==> config.mk <==
export PLATFORM = sky130hd
export DESIGN_NAME = multicycle_controller
export DESIGN_NICKNAME = d
export VERILOG_FILES = /design/src/rtl/multicycle_controller.sv
export SDC_FILE = /design/constraint.sdc
export NUM_CORES = 1
export LEC_CHECK = 0
export CAP_MARGIN = 20
export CORE_MARGIN = 8
export CORE_UTILIZATION = 49
export DETAILED_ROUTE_END_ITERATION = 10
export PLACE_DENSITY_LB_ADDON = 0.1
export SLEW_MARGIN = 5
export SYNTH_ARGS = -nofsm -noshare
export SYNTH_HDL_FRONTEND = slang
export SYNTH_SLANG_ARGS = --single-unit
==> constraint.sdc <==
create_clock -name clk -period 2.4 [get_ports clk]
set_input_delay 0.36 -clock clk [delete_from_list [all_inputs] [get_ports clk]]
set_output_delay 0.36 -clock clk [all_outputs]
set_load 0.01 [all_outputs]
==> src/rtl/multicycle_controller.sv <==
// Moore control FSM for a shared-resource multicycle RV32I datapath.
// Optional macro ILLEGAL_TRAP_EN: unknown opcodes park in TRAP instead of retiring as NOP.
module multicycle_controller #(
    parameter int STATE_W = 4
) (
    input  logic       clk,
    input  logic       rst,
    input  logic [6:0] opcode,
    input  logic [2:0] funct3,
    input  logic       mem_ready,
    output logic       mem_req,
    output logic       memWrite,
    output logic       adrSrc,
    output logic       irWrite,
    output logic       pcWrite,
    output logic       regWrite,
    output logic [1:0] resultSrc,
    output logic [1:0] aluSrcA,
    output logic [1:0] aluSrcB,
    output logic [1:0] ALUOp,
    output logic [2:0] ImmSrc,
    output logic [3:0] branch,
    output logic       jalr,
    output logic       instr_done,
    output logic       illegal_instr
);

    typedef enum logic [STATE_W-1:0] {
        S_FETCH = 4'd0, S_DECODE = 4'd1, S_MEMADR = 4'd2, S_MEMREAD = 4'd3,
        S_MEMWB = 4'd4, S_MEMWRITE = 4'd5, S_EXECR = 4'd6, S_EXECI = 4'd7,
        S_ALUWB = 4'd8, S_BRANCH = 4'd9, S_JAL = 4'd10, S_JALR = 4'd11,
        S_UPPER = 4'd12, S_LINK = 4'd13, S_TRAP = 4'd14
    } state_t;

    localparam logic [6:0] OP_LOAD  = 7'b0000011;
    localparam logic [6:0] OP_STORE = 7'b0100011;
    localparam logic [6:0] OP_R     = 7'b0110011;
    localparam logic [6:0] OP_I     = 7'b0010011;
    localparam logic [6:0] OP_BR    = 7'b1100011;
    localparam logic [6:0] OP_JAL   = 7'b1101111;
    localparam logic [6:0] OP_JALR  = 7'b1100111;
    localparam logic [6:0] OP_LUI   = 7'b0110111;
    localparam logic [6:0] OP_AUIPC = 7'b0010111;

    typedef struct packed {
        logic       mem_req;
        logic       mem_write;
        logic       adr_src;
        logic       pc_write;
        logic       reg_write;
        logic [1:0] result_src;
        logic [1:0] alu_src_a;
        logic [1:0] alu_src_b;
        logic [1:0] alu_op;
        logic [3:0] branch;
        logic       jalr;
        logic       instr_done;
        logic       illegal;
    } ctrl_t;

    // Moore outputs of a state; opcode/funct3 are already stable whenever they matter.
    function automatic ctrl_t state_ctrl(input state_t st, input logic [6:0] op,
                                         input logic [2:0] f3);
        ctrl_t c;
        c = '0;
        case (st)
            S_FETCH:    begin c.mem_req = 1'b1; c.alu_src_b = 2'b10; c.result_src = 2'b10; end
            S_DECODE:   begin c.alu_src_a = 2'b01; c.alu_src_b = 2'b01; end
            S_MEMADR:   begin c.alu_src_a = 2'b10; c.alu_src_b = 2'b01; end
            S_MEMREAD:  begin c.mem_req = 1'b1; c.adr_src = 1'b1; end
            S_MEMWB:    begin c.result_src = 2'b01; c.reg_write = 1'b1; c.instr_done = 1'b1; end
            S_MEMWRITE: begin c.mem_req = 1'b1; c.adr_src = 1'b1; c.mem_write = 1'b1; end
            S_EXECR:    begin c.alu_src_a = 2'b10; c.alu_op = 2'b10; end
            S_EXECI:    begin c.alu_src_a = 2'b10; c.alu_src_b = 2'b01; c.alu_op = 2'b10; end
            S_ALUWB:    begin c.reg_write = 1'b1; c.instr_done = 1'b1; end
            S_BRANCH: begin
                c.alu_src_a  = 2'b10;
                c.alu_op     = 2'b01;
                c.branch     = {1'b1, f3};
                c.instr_done = 1'b1;
            end
            S_JAL:      c.pc_write = 1'b1;
            S_JALR: begin
                c.alu_src_a  = 2'b10;
                c.alu_src_b  = 2'b01;
                c.result_src = 2'b10;
                c.pc_write   = 1'b1;
                c.jalr       = 1'b1;
            end
            S_LINK: begin
                c.alu_src_a  = 2'b01;
                c.alu_src_b  = 2'b10;
                c.result_src = 2'b10;
                c.reg_write  = 1'b1;
                c.instr_done = 1'b1;
            end
            S_UPPER: begin
                c.alu_src_a = (op == OP_LUI) ? 2'b11 : 2'b01;
                c.alu_src_b = 2'b01;
            end
`ifdef ILLEGAL_TRAP_EN
            S_TRAP:     c.illegal = 1'b1;
`endif
            default:    c = '0;
        endcase
        return c;
    endfunction

    function automatic logic op_known(input logic [6:0] op);
        case (op)
            OP_LOAD, OP_STORE, OP_R, OP_I, OP_BR,
            OP_JAL, OP_JALR, OP_LUI, OP_AUIPC: return 1'b1;
            default:                           return 1'b0;
        endcase
    endfunction

    state_t state_q, state_d;
    ctrl_t  out_q, out_d;
    logic   fetch_go_s, store_done_s, decode_nop_s, strobe_en_s;

    // Next-state logic and the registered outputs of that next state.
    always_comb begin
        state_d = state_q;
        case (state_q)
            S_FETCH:    state_d = mem_ready ? S_DECODE : S_FETCH;
            S_DECODE: begin
                case (opcode)
                    OP_LOAD, OP_STORE: state_d = S_MEMADR;
                    OP_R:              state_d = S_EXECR;
                    OP_I:              state_d = S_EXECI;
                    OP_BR:             state_d = S_BRANCH;
                    OP_JAL:            state_d = S_JAL;
                    OP_JALR:           state_d = S_JALR;
                    OP_LUI, OP_AUIPC:  state_d = S_UPPER;
`ifdef ILLEGAL_TRAP_EN
                    default:           state_d = S_TRAP;
`else
                    default:           state_d = S_FETCH;
`endif
                endcase
            end
            S_MEMADR:   state_d = (opcode == OP_LOAD) ? S_MEMREAD : S_MEMWRITE;
            S_MEMREAD:  state_d = mem_ready ? S_MEMWB : S_MEMREAD;
            S_MEMWRITE: state_d = mem_ready ? S_FETCH : S_MEMWRITE;
            S_EXECR, S_EXECI, S_UPPER: state_d = S_ALUWB;
            S_JAL, S_JALR: state_d = S_LINK;
`ifdef ILLEGAL_TRAP_EN
            S_TRAP:     state_d = S_TRAP;
`endif
            default:    state_d = S_FETCH;
        endcase
        out_d = state_ctrl(state_d, opcode, funct3);
    end

    // State and output registers.
    always_ff @(posedge clk or posedge rst) begin
        if (rst) begin
            state_q <= S_FETCH;
            out_q   <= state_ctrl(S_FETCH, 7'd0, 3'd0);
        end else begin
            state_q <= state_d;
            out_q   <= out_d;
        end
    end

    // Immediate type follows the IR opcode directly.
    always_comb begin
        case (opcode)
            OP_LOAD, OP_I, OP_JALR: ImmSrc = 3'b000;
            OP_STORE:               ImmSrc = 3'b001;
            OP_BR:                  ImmSrc = 3'b010;
            OP_LUI, OP_AUIPC:       ImmSrc = 3'b011;
            OP_JAL:                 ImmSrc = 3'b100;
            default:                ImmSrc = 3'b000;
        endcase
    end

    // Handshake-qualified strobes; rst kills every strobe without waiting for a clock.
    assign strobe_en_s  = ~rst;
    assign fetch_go_s   = (state_q == S_FETCH) & mem_ready;
    assign store_done_s = (state_q == S_MEMWRITE) & mem_ready;
`ifdef ILLEGAL_TRAP_EN
    assign decode_nop_s = 1'b0;
`else
    assign decode_nop_s = (state_q == S_DECODE) & ~op_known(opcode);
`endif

    assign mem_req       = out_q.mem_req & strobe_en_s;
    assign memWrite      = out_q.mem_write & strobe_en_s;
    assign irWrite       = fetch_go_s & strobe_en_s;
    assign pcWrite       = (out_q.pc_write | fetch_go_s) & strobe_en_s;
    assign regWrite      = out_q.reg_write & strobe_en_s;
    assign instr_done    = (out_q.instr_done | store_done_s | decode_nop_s) & strobe_en_s;
    assign adrSrc        = out_q.adr_src;
    assign resultSrc     = out_q.result_src;
    assign aluSrcA       = out_q.alu_src_a;
    assign aluSrcB       = out_q.alu_src_b;
    assign ALUOp         = out_q.alu_op;
    assign branch        = out_q.branch;
    assign jalr          = out_q.jalr;
    assign illegal_instr = out_q.illegal;

endmodule

# ---- Yosys cells after proc, flatten, opt, wreduce, memory -nomap -nowiden
# Cells that the tools add are included.
dict set report op_classes {
  eq_ne 31
  n_mux 21
  bitwise 14
  reduce_logical 18
}
# op n
set ops {}
lappend ops {{one-hot mux 4 bit (7 select lines)} 2}
lappend ops {{equality test 4 bit (second input constant)} 9}
lappend ops {{equality test 4 x 3 -> 1 bit (second input constant)} 7}
lappend ops {{equality test 7 x 6 -> 1 bit (second input constant)} 3}
lappend ops {{equality test 7 bit (second input constant)} 3}
lappend ops {{equality test 4 x 2 -> 1 bit (second input constant)} 4}
lappend ops {{OR reduction 2 bit} 8}
lappend ops {{equality test 7 x 5 -> 1 bit (second input constant)} 2}
lappend ops {{one-hot mux 2 bit (2 select lines)} 3}
lappend ops {{one-hot mux 3 bit (4 select lines)} 1}
lappend ops {{OR reduction 3 bit} 4}
lappend ops {{OR reduction 5 bit} 2}
lappend ops {{bitwise AND 1 bit} 9}
lappend ops {{two-way mux 1 bit} 9}
lappend ops {{two-way mux 3 bit} 3}
lappend ops {{OR reduction 9 bit} 1}
lappend ops {{equality test 4 x 1 -> 1 bit (second input constant)} 2}
lappend ops {{logical NOT 4 bit} 2}
lappend ops {{equality test 7 x 2 -> 1 bit (second input constant)} 1}
lappend ops {{one-hot mux 2 bit (3 select lines)} 1}
lappend ops {{two-way mux 4 bit} 1}
lappend ops {{OR reduction 4 bit} 1}
lappend ops {{OR 1 bit} 3}
lappend ops {{two-way mux 2 bit} 1}
lappend ops {{inverter 1 bit} 2}
dict set report totals {
  out_inout_bits 24
  ff_bits 23
}

# ---- Depth between registers and ports, before layout
# Gate-level depths: netlist (run 1).
dict set report depth {
  depth_word 7
  depth_mapped 8
}

# ---- Worst setup path after synthesis (run 1)
# OpenSTA, ideal clock, no wires.
dict set report synth_timing {
  kind {reg-to-reg}
  from {reg state_q[3]}
  to {reg out_q, in the netlist aluSrcA[1]}
  slack_ns 0.595
  stages_incl_launch_ff 8
  arrival_time_ns 1.682
  path_buffers 1
  path_cell_list {dfrtp_1 buf_6 nand2b_1 or3_4 o211ai_4 nor2_2 and4_1 o221a_1}
}
# element line_no
set synth_rtl {}
lappend synth_rtl {{start, declared} 117} ;# state_t state_q, state_d;
lappend synth_rtl {{start signal, assigned} 161} ;# state_q <= state_d;
lappend synth_rtl {{end signal, assigned} 159} ;# out_q <= state_ctrl(S_FETCH, 7'd0, 3'd0);
lappend synth_rtl {{end signal, assigned} 162} ;# out_q <= out_d;
lappend synth_rtl {{end, declared} 118} ;# ctrl_t out_q, out_d;

# ---- Worst setup path in the final report (run 1)
dict set report layout_timing {
  from {in opcode[5]}
  to {out ImmSrc[1]}
}
dict set report layout_via {
  elab_chain_cells 3
  word_cells_on_any_way 7
  cone_classes {eq/ne: 5; mux: 1; reduce/logical: 1}
}
# element line_no
set layout_lines {}
lappend layout_lines {{start, declared} 8} ;# input logic [6:0] opcode,
lappend layout_lines {{equality test 7 x 6 -> 1 bit or equality test 7 x 5 -> 1 bit (tied branches)} 168} ;# case (opcode)
lappend layout_lines {{OR reduction 2 bit} 168}
lappend layout_lines {{one-hot mux 3 bit (4 select lines) (*)} 168}
lappend layout_lines {{end, declared} 21} ;# output logic [2:0] ImmSrc,
# Every way passes the cells marked *; elsewhere a longest branch is shown, timed or not.

==> reports/qor.yml, run 1 <==
die_w_um: 70.57
grt_max_degree: 24
max_freq_mhz: 435.8
syn_inst: 143
dieArea_mm2: 0.004979
postLayoutCoreUtil: 0.6305
rsz0062_at_grt: "false"
drt_first_pass_iters: 4
maxSlewViolCount: 0
start_util: 0.4941
synth_top_area_share: 0.3431
critPathSlowestCell: "clkdlybuf4s50_1"
hp-class: "in -> reg"
io-pin-count: 37
grt_pass1_vias: 1147
grt_overflow_total: 0
gp_congestion: 0.9308
wirelength_mm: 3.135
antenna_found_initial: 0
path_cells: "clkdlybuf4s50_1, and3b_2, buf_4, nand2_1, nand2_1, clkdlybuf4s50_1"
core_area_mm2: 0.002953
finalCritPeriodShare: 0.9561
ys_seq_area_frac: 0.3971
fin_hold_ws_ns: 0.5983
cpPeakStageDelay_ns: 0.53
clock_latency_ns: 0.30
first_iter_violations: 64
crit_required_ns: 2.04
synthFlopType: "dfrtp_1"
ys_ff_latch: 23
grt_pass1_wl_mm: 5.368
via_per_inst: 5.427
fin_skew_ns: 0.001639
core.rowCount: 20
syn2layout_area_growth_pct: 27.62
ant_nets: 0
power.leakage_nw: 0.8604
htree_levels: 1
avgSynthCellArea_um2: 10.20
wire_per_inst_um: 14.72
synth_edf_count: 0
drive_gt1_frac: 0.2444
syn_area_mm2: 0.001459
cp_max_fo: 5
ir_drop_v: 0.0001666
clockBufferDepth: 2
cts_made_buffers: 3
root_buffer: "clkbuf_4"
maxCapViolations: 0
synthArstFlopShare: 1.000
yosys_warnings: 0
status: "complete, no violations"
clkSinkCount: 23
hpwl_mm: 2.583
final-hold-violation-count: 0
layout_min_cycle_time_ns: 2.295
cp.arrival_ns: 1.93
cts.clk_slew.worst_paths_ns: 0.12
synth_nets: 156
antenna_cells: 0
die_h_um: 70.57
synth_area_leaders: "dfrtp_1 (34%), buf_4 (7.2%), dfstp_2 (5.4%), nand2_1 (3.3%), nor2_1 (2.6%)"
total_power_mw: 0.7908
io_buffers: 35
drc: 0
fill_cells: 272
yosys.area.top_type: "dfrtp_1"
path_class: "in -> out"
routed-via-count: 1156
ys_types: 56
cp-start-kind: "input port"
cts_tree: "built"
grtUsageTotal: 0.1317
nets: 194
setup_viol: 0
cp-end-kind: "primary output"
p_per_area_mw_per_mm2: 424.8
power by group:
| group | internal (mW) | switching (mW) | leakage [nW] |
|---|---|---|---|
| sequential | 0.409 | 0.00526 | 0.306 |
| clock | 0.0621 | 0.110 | 0.0177 |
| combinational | 0.106 | 0.0987 | 0.536 |
cell families after synthesis:
kind of cell / after synthesis / share of synthesized area
other cells: 1 / 0.002570
simple gates: 66 / 0.2925
xor+xnor: 2 / 0.01201
flops: 23 / 0.3971
mux: 2 / 0.01372
buf+inv: 24 / 0.1132
compound gates: 25 / 0.1690
sequential cells by signal (all words and copies together) (netlist names):
signal,count
out_q,5
ALUOp,2
resultSrc,2
state_q,4
aluSrcB,2
adrSrc,1
jalr,1
aluSrcA,2
branch,4
per-stage QoR:
step	setup TNS (ns)	area, um^2	cells	setup WS (ns)
2_1_floorplan	0	1459	143	0.5947
6_report	0	1862	213	0.1054
3_5_place_dp	-0.05232	1837	209	-0.04659
3_3_place_gp	-0.009062	1837	209	-0.009062
5_1_grt	0	1862	213	0.01310
4_1_cts	0	1862	213	0.09920
cell usage in the layout, fill, tap and decap left out, drive strengths merged, types with 4 or more instances in the layout:
cell type,n
inv,4
dfrtp,20
and3b,4
buf,17
a21oi,5
nand2,14
and2,5
nor2,12
o21ai,5
clkdlybuf4s50,33
nand2b,6
metal layers:
metal / track usage / up-vias / part of all wire
li1: - / 555 / -
met1: 0.1538 / 574 / 0.44
met2: 0.2268 / 23 / 0.51
met3: 0.02260 / 4 / 0.032
met4: 0.06467 / 0 / 0.018
met5: 0 / - / 0
Yosys cell counts (2+ instances only):
cell type and count:
or2_1 2, dfrtp_1 20, and3b_1 3, buf_6 2, nand2b_1 5, buf_4 14, o21ai_0 2, mux2i_1 2
and4_1 2, and2_1 5, nor2b_1 3, buf_2 2, a22oi_2 2, a21oi_1 5, o21ai_1 3, nor2_1 10
nand3_1 3, nor2_2 2, inv_1 3, dfstp_2 3, and3_1 3, nand2_1 13
path summary, 6_finish.rpt:
kind                            slack, ns  cells after the start   endpoint  startpoint
max in group asynchronous            1.51                      3  out_q[19]         rst
worst max register to register       0.37                      8   out_q[1]  state_q[1]
worst min-delay path                 0.60                      2  branch[0]   funct3[0]
worst min register to register       0.72                      2  out_q[15]  state_q[3]
worst max-delay path                 0.11                      6  ImmSrc[1]   opcode[5]
min in group asynchronous            0.61                      3  out_q[16]         rst
worst max-delay path, delay by kind of cell:
kind | cells | cell delay, ns
buffers and inverters | 3 | 1.19
AND/OR/NAND/NOR | 3 | 0.39
repair_timing:
action,CTS,global route
setup buffers,0,0
pin swaps,0,0
endpoints found under the setup margin,2,1
hold buffers,0,0
gates resized for setup,2,1
final cells by class:
class	count	area, um^2	area share
Sequential cell	23	579.3	0.3112
Multi-Input combinational cell	96	714.4	0.3837
Tap cell	33	41.29	0.02218
Clock buffer	3	22.52	0.01210
Clock inverter	1	5.005	0.002688
Inverter	5	23.77	0.01277
Timing Repair Buffer	52	475.5	0.2554
Power figures use the tool's default switching activity.
==> inputs of run 2 (changes only) <==
- CORE_MARGIN: 8 -> 2
- CTS_CLUSTER_SIZE: default -> 10
- PLACE_DENSITY: default -> 0.82
- PLACE_DENSITY_LB_ADDON: 0.1 -> default
==> run 2 against run 1 <==
  * First-iteration DRC count is 83% lower
  * Power is 0.13% higher
  * Via count is 0.69% lower
  * Non-clock buffer count is 3 lower
  * Clock skew is 0.0027 ns higher
  * Clock-buffer cell count is 1 higher
==> reports/qor.yml, run 2 (same netlist as run 1, synthesis figures left out) <==
root_buffer: "clkbuf_4"
maxSlewViolCount: 0
ant_nets: 0
htree_levels: 1
dieArea_mm2: 0.003430
p_per_area_mw_per_mm2: 428.5
via_per_inst: 5.519
antenna_cells: 0
first_iter_violations: 11
fin_skew_ns: 0.004349
routed-via-count: 1148
power.leakage_nw: 0.8547
clkSinkCount: 23
fill_cells: 239
postLayoutCoreUtil: 0.6644
grt_pass1_wl_mm: 5.030
rsz0062_at_grt: "false"
wirelength_mm: 2.976
grt_max_degree: 24
antenna_found_initial: 0
maxCapViolations: 0
cts_tree: "built"
place_ws_ns: -0.04412
status: "complete, no violations"
core.rowCount: 19
fin_hold_ws_ns: 0.5837
cp_max_fo: 13
hpwl_mm: 2.366
io-pin-count: 37
layout_commonest_cell: "clkdlybuf4s50_1"
fin_tns_setup_ns: 0
drc: 0
largest_register: "out_q"
hp-class: "in -> reg"
cp-end-kind: "primary output"
layout_min_cycle_time_ns: 2.306
cts.clk_slew.worst_paths_ns: 0.12
largest_reg_flops: 5
drt_first_pass_iters: 4
die_h_um: 58.57
cp-start-kind: "flip-flop"
nets: 191
gp_congestion: 0.9014
rrSetupSlack_ns: 0.38
syn2layout_area_growth_pct: 26.67
final-hold-violation-count: 0
path_class: "reg -> out"
clock_latency_ns: 0.32
setup_viol: 0
grtUsageTotal: 0.1929
cts_made_buffers: 3
layout_common_cells: "clkdlybuf4s50_1 (33), dfrtp_1 (20), buf_4 (14), nand2_1 (13), nor2_1 (9)"
io_buffers: 35
cts_setup_buffers: 0
max_freq_mhz: 433.6
grt_overflow_total: 0
ir_drop_v: 0.0003908
finalCritPeriodShare: 0.9610
crit_required_ns: 2.04
layout_setup_ws_ns: 0.09352
start_util: 0.5245
drive_gt1_frac: 0.2373
wire_per_inst_um: 14.31
cp.arrival_ns: 1.95
core_area_mm2: 0.002781
clockBufferDepth: 2
grt_pass1_vias: 1084
die_w_um: 58.57
## run 2: cell types whose count changed in the layout (fill, tap and decap cells not counted), sizes merged
cell | previous run | this run
buf | 17 | 14
dlygate4sd2 | 2 | 0
clkbuf | 3 | 4
clkdlybuf4s15 | 0 | 1
clkinv | 2 | 1
dlymetal6s2s | 0 | 1
## run 2: final timing paths
check                                 end  cells past startpoint       start
worst max-delay path              pcWrite                      6  state_q[1]
worst min-delay path            branch[0]                      2   funct3[0]
worst max register to register   out_q[1]                      8  state_q[1]
worst min register to register  out_q[15]                      2  state_q[3]
max in group asynchronous       out_q[19]                      3         rst
min in group asynchronous       out_q[16]                      3         rst
## run 2: power by group
| group | leakage, nW | switching, mW | internal, mW | total [mW] |
|---|---|---|---|---|
| clock network | 0.0150 | 0.115 | 0.0651 | 0.180 |
| logic | 0.533 | 0.0970 | 0.101 | 0.198 |
| registers | 0.306 | 0.00512 | 0.409 | 0.414 |
| total | 0.855 | 0.217 | 0.575 | 0.792 |
## run 2: per-layer routing
| layer | global-route usage | wire [um] |
|---|---|---|
| met2 | 0.3355 | 1562 |
| met4 | 0.05980 | 43 |
| met5 | 0 | 0 |
| met1 | 0.2440 | 1278 |
| met3 | 0.03297 | 91 |
## run 2: area by class of cell
cell class	instances	area, um^2	share of cell area
Clock buffer	4	26.28	0.01422
Sequential cell	23	579.3	0.3135
Inverter	5	23.77	0.01286
Tap cell	31	38.79	0.02099
Timing Repair Buffer	49	457.9	0.2478
Multi-Input combinational cell	96	721.9	0.3907
## run 2: worst max-delay path, cell delays in order (launching register included)
cell and delay, ns:
dfrtp_1 0.41, buf_4 0.19, nor2_1 0.13, nand3_1 0.15, inv_2 0.11, o21a_1 0.11
clkdlybuf4s50_1 0.53
## run 2: timing repair
item                                    4_1_cts  5_1_grt
endpoints found under the setup margin        2        3
gates resized for setup                       2        5
pin swaps                                     0        1
hold buffers                                  0        0
## run 2: metrics by stage
stage               area [um^2]  cells  total power, mW
global placement           1812    204           0.6131
global route               1848    208           0.8261
finish                     1848    208           0.7919
CTS                        1839    208           0.7935
detailed placement         1812    204           0.6200
floorplan                  1459    143           0.5427
==> inputs of run 3 (changes only) <==
- PLACE_DENSITY: 0.82 -> 0.79
==> run 3 against run 2 <==
  * Die area is the same
  * Combinational power is essentially flat
  * Flip-flop and latch count is the same
  * Core utilization grew 0.18 points
  * Routed wire length shrank 4.6%
  * Via count grew 1.6%
  * Cell count grew 0.48%
  * Hold slack gained 0.015 ns
  * Sequential power is essentially flat
  * Clock-buffer cell count shrank 1
  * Largest cell class unchanged
  * Largest power group unchanged
==> reports/qor.yml, run 3 (same netlist as run 1, synthesis figures left out) <==
cts_tree: "built"
fill_cells: 240
largest_reg_flops: 5
power.leakage_nw: 0.8506
hp-class: "in -> reg"
layout_common_cells: "clkdlybuf4s50_1 (34), dfrtp_1 (20), buf_4 (15), nand2_1 (13), nor2_1 (9)"
routed-via-count: 1166
antenna_cells: 0
cp_max_fo: 4
core_area_mm2: 0.002781
nets: 192
gp_congestion: 0.9237
seq_area_um2: 579.3
grt_overflow_total: 0
setup_viol: 0
grtUsageTotal: 0.1885
total_power_mw: 0.7841
finalCritPeriodShare: 0.9801
largest_register: "out_q"
cp-start-kind: "input port"
final-hold-violation-count: 0
maxCapViolations: 0
start_util: 0.5245
io-pin-count: 37
place_ws_ns: -0.07279
clockBufferDepth: 2
max_freq_mhz: 425.1
wire_per_inst_um: 13.58
cts.clk_slew.worst_paths_ns: 0.12
fin_tns_setup_ns: 0
io_buffers: 35
ant_nets: 0
path_class: "in -> out"
wirelength_mm: 2.839
multi_input_area_um2: 721.9
core.rowCount: 19
ir_drop_v: 0.0003732
die_h_um: 58.57
postLayoutCoreUtil: 0.6662
first_iter_violations: 25
fin_hold_ws_ns: 0.5991
grt_pass1_vias: 1125
clock_latency_ns: 0.30
layout_min_cycle_time_ns: 2.352
crit_required_ns: 2.04
root_buffer: "clkbuf_4"
status: "complete, no violations"
fin_skew_ns: 0.001526
drt_first_pass_iters: 4
clkSinkCount: 23
cp.arrival_ns: 1.99
via_per_inst: 5.579
rsz0062_at_grt: "false"
cp-end-kind: "primary output"
layout_setup_ws_ns: 0.04783
maxSlewViolCount: 0
p_per_area_mw_per_mm2: 423.1
drc: 0
die_w_um: 58.57
dieArea_mm2: 0.003430
htree_levels: 1
hpwl_mm: 2.349
grt_pass1_wl_mm: 4.933
cts_made_buffers: 3
grt_max_degree: 24
drive_gt1_frac: 0.2360
syn2layout_area_growth_pct: 27.02
antenna_found_initial: 0
layout_commonest_cell: "clkdlybuf4s50_1"
run 3: per-stage QoR:
step                      cells  instance area (um^2)
after global placement      205                  1819
after detailed placement    205                  1819
after floorplan             143                  1459
after global routing        209                  1853
after CTS                   209                  1848
final                       209                  1853
run 3: area by class of cell:
| cell class | count | share of cell area |
|---|---|---|
| Timing Repair Buffer | 50 | 0.2492 |
| Clock inverter | 1 | 0.002701 |
| Tap cell | 31 | 0.02093 |
| Clock buffer | 3 | 0.01215 |
| Multi-Input combinational cell | 96 | 0.3896 |
| Inverter | 5 | 0.01283 |
| Sequential cell | 23 | 0.3126 |
run 3: final timing paths:
path,cells after the start,end,start,slack (ns)
worst max-delay path,5,ImmSrc[0],opcode[2],0.05
worst min-delay path,2,branch[1],funct3[1],0.60
worst max register to register,8,out_q[1],state_q[1],0.39
worst min register to register,2,out_q[15],state_q[3],0.71
max in group asynchronous,3,aluSrcB[1],rst,1.52
min in group asynchronous,3,state_q[3],rst,0.61
run 3: routing by layer:
layer	track usage	vias to the layer above	wire [um]
li1	-	560	-
met1	0.2291	557	1122
met2	0.3323	43	1518
met3	0.03956	6	165
met4	0.05980	0	34
met5	0	-	0
run 3: repair_timing:
item,4_1_cts,5_1_grt
gates resized for setup,2,1
hold buffers,0,0
setup buffers,0,0
endpoints found under the setup margin,2,1
run 3: where the power goes:
part	switching [mW]	leakage, nW	total, mW	internal [mW]
registers	0.00520	0.306	0.414	0.409
logic	0.0954	0.527	0.197	0.102
clock network	0.110	0.0177	0.172	0.0621
run 3: worst max-delay path: stages:
cell	delay (ns)
clkdlybuf4s50_1	0.46
and4bb_1	0.33
nand2b_2	0.11
o21ai_0	0.17
clkdlybuf4s50_1	0.56
